$ cat config.mk
export PLATFORM = sky130hd
export DESIGN_NAME = bitserial_alu_sequencer
export DESIGN_NICKNAME = d
export VERILOG_FILES = /design/src/rtl/bitserial_alu_sequencer.sv
export SDC_FILE = /design/constraint.sdc
export NUM_CORES = 1
export LEC_CHECK = 0
export BUFFER_PORTS_ARGS = -buffer_cell sky130_fd_sc_hd__buf_2
export CORE_MARGIN = 3
export CORE_UTILIZATION = 40
export DETAILED_ROUTE_END_ITERATION = 10
export HOLD_SLACK_MARGIN = 0.05
export PLACE_DENSITY = 0.63
export SYNTH_ARGS = -nofsm -noshare
export SYNTH_HDL_FRONTEND = slang
export SYNTH_SLANG_ARGS = --single-unit
$ cat constraint.sdc
create_clock -name clk -period 2.3 [get_ports clk]
set_input_delay 0.23 -clock clk [delete_from_list [all_inputs] [get_ports clk]]
set_output_delay 0.23 -clock clk [all_outputs]
set_load 0.01 [all_outputs]
$ cat src/rtl/bitserial_alu_sequencer.sv
// bitserial_alu_sequencer: drives an external 1-bit ALU slice LSB first, one bit per clock,
// and assembles the WIDTH-bit result plus carry/overflow/zero flags.
module bitserial_alu_sequencer #(
  parameter int WIDTH = 32
) (
  input  logic             clk,
  input  logic             reset_n,
  input  logic             start,
  input  logic [2:0]       op,
  input  logic [WIDTH-1:0] operand_a,
  input  logic [WIDTH-1:0] operand_b,
  output logic             ready,
  output logic             done,
  output logic [WIDTH-1:0] result,
  output logic             carryout,
  output logic             overflow,
  output logic             zero,
  output logic             slice_a,
  output logic             slice_b,
  output logic             slice_cin,
  output logic             slice_ctl1,
  output logic             slice_ctl2,
  input  logic             slice_and,
  input  logic             slice_nand,
  input  logic             slice_or,
  input  logic             slice_nor,
  input  logic             slice_xor,
  input  logic             slice_sum,
  input  logic             slice_cout
);
  localparam int IW = $clog2(WIDTH);
  localparam logic [1:0] S_IDLE = 2'd0, S_RUN = 2'd1, S_FIN = 2'd2;
  localparam logic [2:0] OP_ADD = 3'd0, OP_SUB = 3'd1, OP_XOR = 3'd2, OP_SLT = 3'd3,
                         OP_AND = 3'd4, OP_NAND = 3'd5, OP_NOR = 3'd6;
  logic [1:0]       r_state;
  logic [IW-1:0]    r_idx;
  logic             r_carry, r_cin_msb, r_cout, r_sum_msb, r_done;
  logic [2:0]       r_op;
  logic [WIDTH-1:0] r_a, r_b, r_res, r_result;
  logic             r_carryout, r_overflow, r_zero;
  logic             w_run, w_arith, w_inv, w_last, w_bit, w_ovf, w_ready, w_start_inv;
  logic [WIDTH-1:0] w_fin_res;
  assign w_run       = r_state == S_RUN;
  assign w_arith     = r_op == OP_ADD || r_op == OP_SUB || r_op == OP_SLT;
  assign w_inv       = r_op == OP_SUB || r_op == OP_SLT;
  assign w_last      = r_idx == IW'(WIDTH - 1);
  assign w_start_inv = op == OP_SUB || op == OP_SLT;
  // ready is masked during the done cycle so a start there is never taken
  assign w_ready     = r_state == S_IDLE && !r_done;
  assign w_bit = w_arith      ? slice_sum  :
                 r_op == OP_XOR  ? slice_xor  :
                 r_op == OP_AND  ? slice_and  :
                 r_op == OP_NAND ? slice_nand :
                 r_op == OP_NOR  ? slice_nor  : slice_or;
  assign w_ovf     = w_arith & (r_cin_msb ^ r_cout);
  assign w_fin_res = r_op == OP_SLT ? {{(WIDTH-1){1'b0}}, r_sum_msb ^ w_ovf} : r_res;
  assign slice_a    = w_run & r_a[r_idx];
  assign slice_b    = w_run & r_b[r_idx];
  assign slice_cin  = w_run & r_carry;
  assign slice_ctl1 = w_run & w_arith;
  assign slice_ctl2 = w_run & w_inv;
  assign ready    = w_ready;
  assign done     = r_done;
  assign result   = r_result;
  assign carryout = r_carryout;
  assign overflow = r_overflow;
  assign zero     = r_zero;
  always_ff @(posedge clk or negedge reset_n) begin
    if (!reset_n) begin
      r_state    <= S_IDLE;
      r_idx      <= '0;
      r_carry    <= 1'b0;
      r_cin_msb  <= 1'b0;
      r_cout     <= 1'b0;
      r_sum_msb  <= 1'b0;
      r_done     <= 1'b0;
      r_op       <= '0;
      r_a        <= '0;
      r_b        <= '0;
      r_res      <= '0;
      r_result   <= '0;
      r_carryout <= 1'b0;
      r_overflow <= 1'b0;
      r_zero     <= 1'b1;
    end else begin
      r_done <= 1'b0;
      if (r_state == S_IDLE) begin
        if (start && w_ready) begin
          r_a     <= operand_a;
          r_b     <= operand_b;
          r_op    <= op;
          r_idx   <= '0;
          r_carry <= w_start_inv;
          r_state <= S_RUN;
        end
      end else if (r_state == S_RUN) begin
        r_res[r_idx] <= w_bit;
        r_carry      <= w_arith & slice_cout;
        if (w_last) begin
          r_cin_msb <= r_carry;
          r_cout    <= slice_cout;
          r_sum_msb <= slice_sum;
          r_state   <= S_FIN;
        end else begin
          r_idx <= r_idx + IW'(1);
        end
      end else begin
        r_result   <= w_fin_res;
        r_carryout <= w_arith & r_cout;
        r_overflow <= w_ovf;
        r_zero     <= ~|w_fin_res;
        r_done     <= 1'b1;
        r_state    <= S_IDLE;
      end
    end
  end
endmodule
# After elaboration in Yosys (flattened, before gate mapping)
# Index checks and enable logic that the tools add are counted.
dict set report word_totals {
  ff_bits 146
  output_inout_bits 42
}
dict set report op_classes {
  n_addsub 1
  n_lt_le_gt_ge 2
  eq_ne 13
  mux 26
  bitwise 12
  n_reduce_logical 20
}
# op count
set ops {}
lappend ops {{bitwise mux 32 bit} 1}
lappend ops {{two-way mux 32 bit} 1}
lappend ops {{OR reduction 32 bit} 1}
lappend ops {{two-way mux 5 bit} 4}
lappend ops {{two-way mux 1 bit} 13}
lappend ops {{binary-select mux 1 bit (select 5 bit)} 2}
lappend ops {{AND reduction 2 bit} 5}
lappend ops {{== test 3 x 2 -> 1 bit (second input constant)} 3}
lappend ops {{== test 3 bit (second input constant)} 3}
lappend ops {{AND 1 bit} 8}
lappend ops {{two-way mux 2 bit} 4}
lappend ops {{== test 3 x 1 -> 1 bit (second input constant)} 2}
lappend ops {{less-than comparator 5 x 6 -> 1 bit (second input constant)} 1}
lappend ops {{AND reduction 3 bit} 2}
lappend ops {{adder 5 x 1 -> 5 bit (second input constant)} 1}
lappend ops {{demux 1 bit (select 5 bit)} 1}
lappend ops {{== test 5 bit (second input constant)} 1}
lappend ops {{greater-or-equal comparator 5 x 1 -> 1 bit (second input constant)} 1}
lappend ops {{logical OR 1 bit} 4}
lappend ops {{inequality test 2 x 1 -> 1 bit (second input constant)} 2}
lappend ops {{logical AND 1 bit} 3}
lappend ops {{zero test 3 bit} 1}
lappend ops {{inequality test 3 x 1 -> 1 bit (second input constant)} 1}
lappend ops {{== test 2 x 1 -> 1 bit (second input constant)} 1}
lappend ops {{other kinds (5)} 8}

# Depth between registers and ports, before layout
dict set report depth {
  ltp_word 8
  mapped_depth 8
}

# Worst setup path before layout
# No wires, ideal clock.
dict set report synth_path {
  path_type {flip-flop to flip-flop}
  from {reg r_idx[2]}
  to {reg r_idx[0]}
  setup_ns 0.121
  t_arrival_ns 1.684
  t_required_ns 2.179
  slack_ns 0.495
  path_stages_with_launch 8
  path_buffers 2
  synth_period_minus_slack_ns 1.805
  path_cell_list {dfrtp_1 -> buf_4 -> clkbuf_1 -> and3_1 -> ha_1 -> nor2_1 -> mux2_2 -> a22o_1}
}
dict set report synth_via {
  elab_chain_len 3
}
# item line_no
set synth_rtl {}
lappend synth_rtl {{from (decl)} 36} ;# logic [IW-1:0] r_idx;
lappend synth_rtl {{from (signal assigned)} 105} ;# r_idx <= r_idx + IW'(1);
lappend synth_rtl {{== test 5 bit} 46} ;# assign w_last = r_idx == IW'(WIDTH - 1);
lappend synth_rtl {{inequality test 2 x 1 -> 1 bit (no source line)} -}
lappend synth_rtl {{AND reduction 3 bit (no source line)} -}
# Every way passes these cells.
# A chain may end at the register's enable or synchronous reset.

# Worst setup path in the final report
dict set report layout_path {
  from {reg r_idx[1]}
  to {out slice_b}
}
dict set report layout_via {
  elab_chain_len 3
}
# item line_no
set layout_rtl {}
lappend layout_rtl {{binary-select mux 1 bit (select 5 bit)} 58} ;# assign slice_b = w_run & r_b[r_idx];
lappend layout_rtl {{two-way mux 1 bit (not written as such)} 58}
lappend layout_rtl {{AND 1 bit} 58}
lappend layout_rtl {{to (decl)} 19} ;# output logic slice_b,
# Every way passes these cells. The select of a mux whose other input is x is not followed.

==> flow_summary.ini <==
[yosys]
synth.yosys.seq_area_share = 0.541
synth_common_cells = dfrtp_1 (145), mux2_1 (67), nand2_1 (41)
yosys_most_used_dff = dfrtp_1
synth-edff-count = 0
yosys.area.top_type = dfrtp_1
syn_area_sq_mm = 0.00675
postSynth.asyncResetShare = 1.00
synth_cell_type_count = 57
syn_nets = 641
synth_most_common_cell = dfrtp_1
avgSynthCellArea_sq_um = 12.1
synth_area_leaders = dfrtp_1 (54%), mux2_1 (11%), mux2i_1 (3.9%), o22ai_1 (3.7%), o31ai_1 (2.8%)
postSynthCellCount = 559
synth.top_cell.area_share = 0.537
ys_ff_latch = 146
ys_warn_count = 0

[route]
drc_errors = 0
drt_iter0_drc = 216
wl_um = 16600
drtPass1Iterations = 5
num_vias = 5008
wl_per_cell_um = 17.0
ant_nets = 0
vias_per_cell = 5.12

[critical_path]
path_cells = buf_6 > mux4_2 > a32oi_2 > a41oi_2 > buf_2
critPathArrivalTime_ns = 2.08
critPathKind = reg2out
crit_path_end_kind = primary output
startpoint = r_idx[1]$_DFFE_PN0P_
timing.rr.start = r_idx[1]$_DFFE_PN0P_
crit_family = multiplexers
reg2reg_slack_ns = 0.17
critPathLaunchType = register
critPathBufInv = 2
slowest_delay_ns = 0.52
critPathMaxFanout = 7
reg2reg_to = r_cin_msb$_DFFE_PN0P_
cp_slowest_cell = mux4_2
required_ns = 2.07
r2r_cells = 7

[power_and_ir_drop]
power.density_mw_per_mm2 = 1290
p_leak_nw = 3.98
clkPwrFrac = 0.228
p_comb_frac = 0.368
ir_drop_mv = 0.720
p_switching_w = 0.00403
p_sw_frac = 0.351
seq_power_share = 0.404
intPower_w = 0.00745

[floorplan]
start_util = 0.416
rows = 46
die_y_um = 136
ioPinCount = 119
fp.coreArea_sq_mm = 0.0162
dieArea_sq_mm = 0.0185
die_x_um = 136

[clock_tree]
root_buffer = clkbuf_16
cts_tree = yes
ctsLongestPathBuffers = 2
path_clk_slew_ns = 0.06
htree_levels = 4
cts.sinks = 146
clock_latency_ns = 0.42
cts_made_buffers = 17

[place]
dp_hpwl_um = 11200
io_buffers = 118
gp_congestion = 0.787
placedInstanceArea_sq_mm = 0.00753
dp.cells = 872

[timing]
worst_pin_slew_ns = 0.621
drv_slew = 0
finalWorstSetupSlack_ns = -0.0144
rsz0062_at_grt = true
hold_ws_ns = 0.0752
min_period_over_period = 1.01
min_period_ns = 2.31
setup_viol = 1
hold_viol = 0
skew_ns = 0.00637
slew_headroom = 0.586
fmax_mhz = 432
tns_ns = -0.0144

[hold_path]
min-delay-start = slice_cout
min_path_cells = 2
hold_end = r_cout$_DFFE_PN0P_
hold_path_class = in2reg

[layout]
layout-drive-gt1-share = 0.286
nFillCells = 1403
area.growth.synth_to_final_pct = 31.7
finish.instance_area_sq_mm = 0.00889
stdcell_count = 979
layout.nets = 833
antenna_cells = 0
seqCellArea_sq_mm = 0.00366
multi_input_area_sq_mm = 0.00273

[status]
status = finished, violations left
violations = negative setup slack

[global_routing]
overflow = 0
antenna_found_initial = 0
track_usage = 0.190
grt_first_pass_wirelength_um = 27400
first_global_vias = 5305
grt_max_degree = 71

[flow_run]
drv_cap = 0
[flip-flops by register name (all words and copies together), names as in the netlist, 2 cells and up]
register and flops:
result 32, r_op 3, r_idx 5, r_state 2, r_a 32, r_b 32
r_res 32
[worst reg2reg max path, stage by stage, from the launching register on]
cell     delay (ns)
dfrtp_4        0.54
buf_6          0.16
buf_4          0.15
ha_1           0.19
and3_1         0.15
ha_1           0.26
nand2_1        0.20
mux2_2         0.36
[stage by stage]
stage / power, W / setup slack [ns] / util
2_1_floorplan: 0.00727 / 0.495 / -
3_3_place_gp: 0.00842 / 0.312 / 0.464
3_5_place_dp: 0.00858 / 0.292 / 0.464
4_1_cts: 0.0114 / -0.0206 / 0.544
5_1_grt: 0.0123 / -0.0833 / 0.548
6_report: 0.0115 / -0.0144 / 0.548
[worst max-delay path by stage]
stage                                 endpoint  slack (ns)  cells after the start
after global placement                 slice_a        0.31                      6
after CTS                              slice_a       -0.02                      6
after global routing                   slice_b       -0.08                      5
after detailed placement               slice_a        0.29                      6
after floorplan           r_idx[0]$_DFFE_PN0P_        0.50                      7
final                                  slice_b       -0.01                      5
[power groups by stage]
stage	sequential (W)	combinational [W]	clock [W]
finish	0.00464	0.00423	0.00261
floorplan	0.00436	0.00291	0
global route	0.00480	0.00465	0.00280
detailed placement	0.00472	0.00387	0
CTS	0.00465	0.00413	0.00267
global placement	0.00466	0.00376	0
[per-layer routing]
metal,share of wire,wire [um],GRT usage
met5,0,0,0
met4,0.0073,121,0.0442
met3,0.043,715,0.0485
met2,0.52,8660,0.334
met1,0.43,7130,0.236
[final cells by class]
class,count,area share
flip-flops and latches,146,0.412
multi-input cells,334,0.307
repair buffers,215,0.172
clock buffers,26,0.0573
well taps,216,0.0304
inverters,37,0.0156
clock inverters,5,0.00563
[placed cells by master (no fill, tap or decap), drive strengths merged, types with 7 or more instances in the layout]
master / n
buf: 147
dfrtp: 145
mux2: 80
dlygate4sd3: 67
nand2: 41
o22ai: 40
inv: 37
o21ai: 32
clkbuf: 27
mux2i: 26
o31ai: 26
nor3: 13
nor4: 8
nand2b: 7
[cell families after synthesis]
kind of cell / Yosys count / synth area share
xor gates and xnor gates: 3 / 0.00389
adders and majority gates: 5 / 0.00926
and+or+nand+nor: 96 / 0.0754
AOI/OAI and AO/OA: 119 / 0.118
buffers and inverters: 79 / 0.0615
DFF: 146 / 0.541
muxes: 111 / 0.191
[what timing repair did]
action                                 CTS  global route
pin swaps                                1             2
endpoints found under the hold margin  120             0
gates resized for setup                 10             8
buffers inserted                         4             5
setup endpoints to repair                2             2
hold buffers                            67             0
No activity file was read; power rests on OpenSTA's default activity.
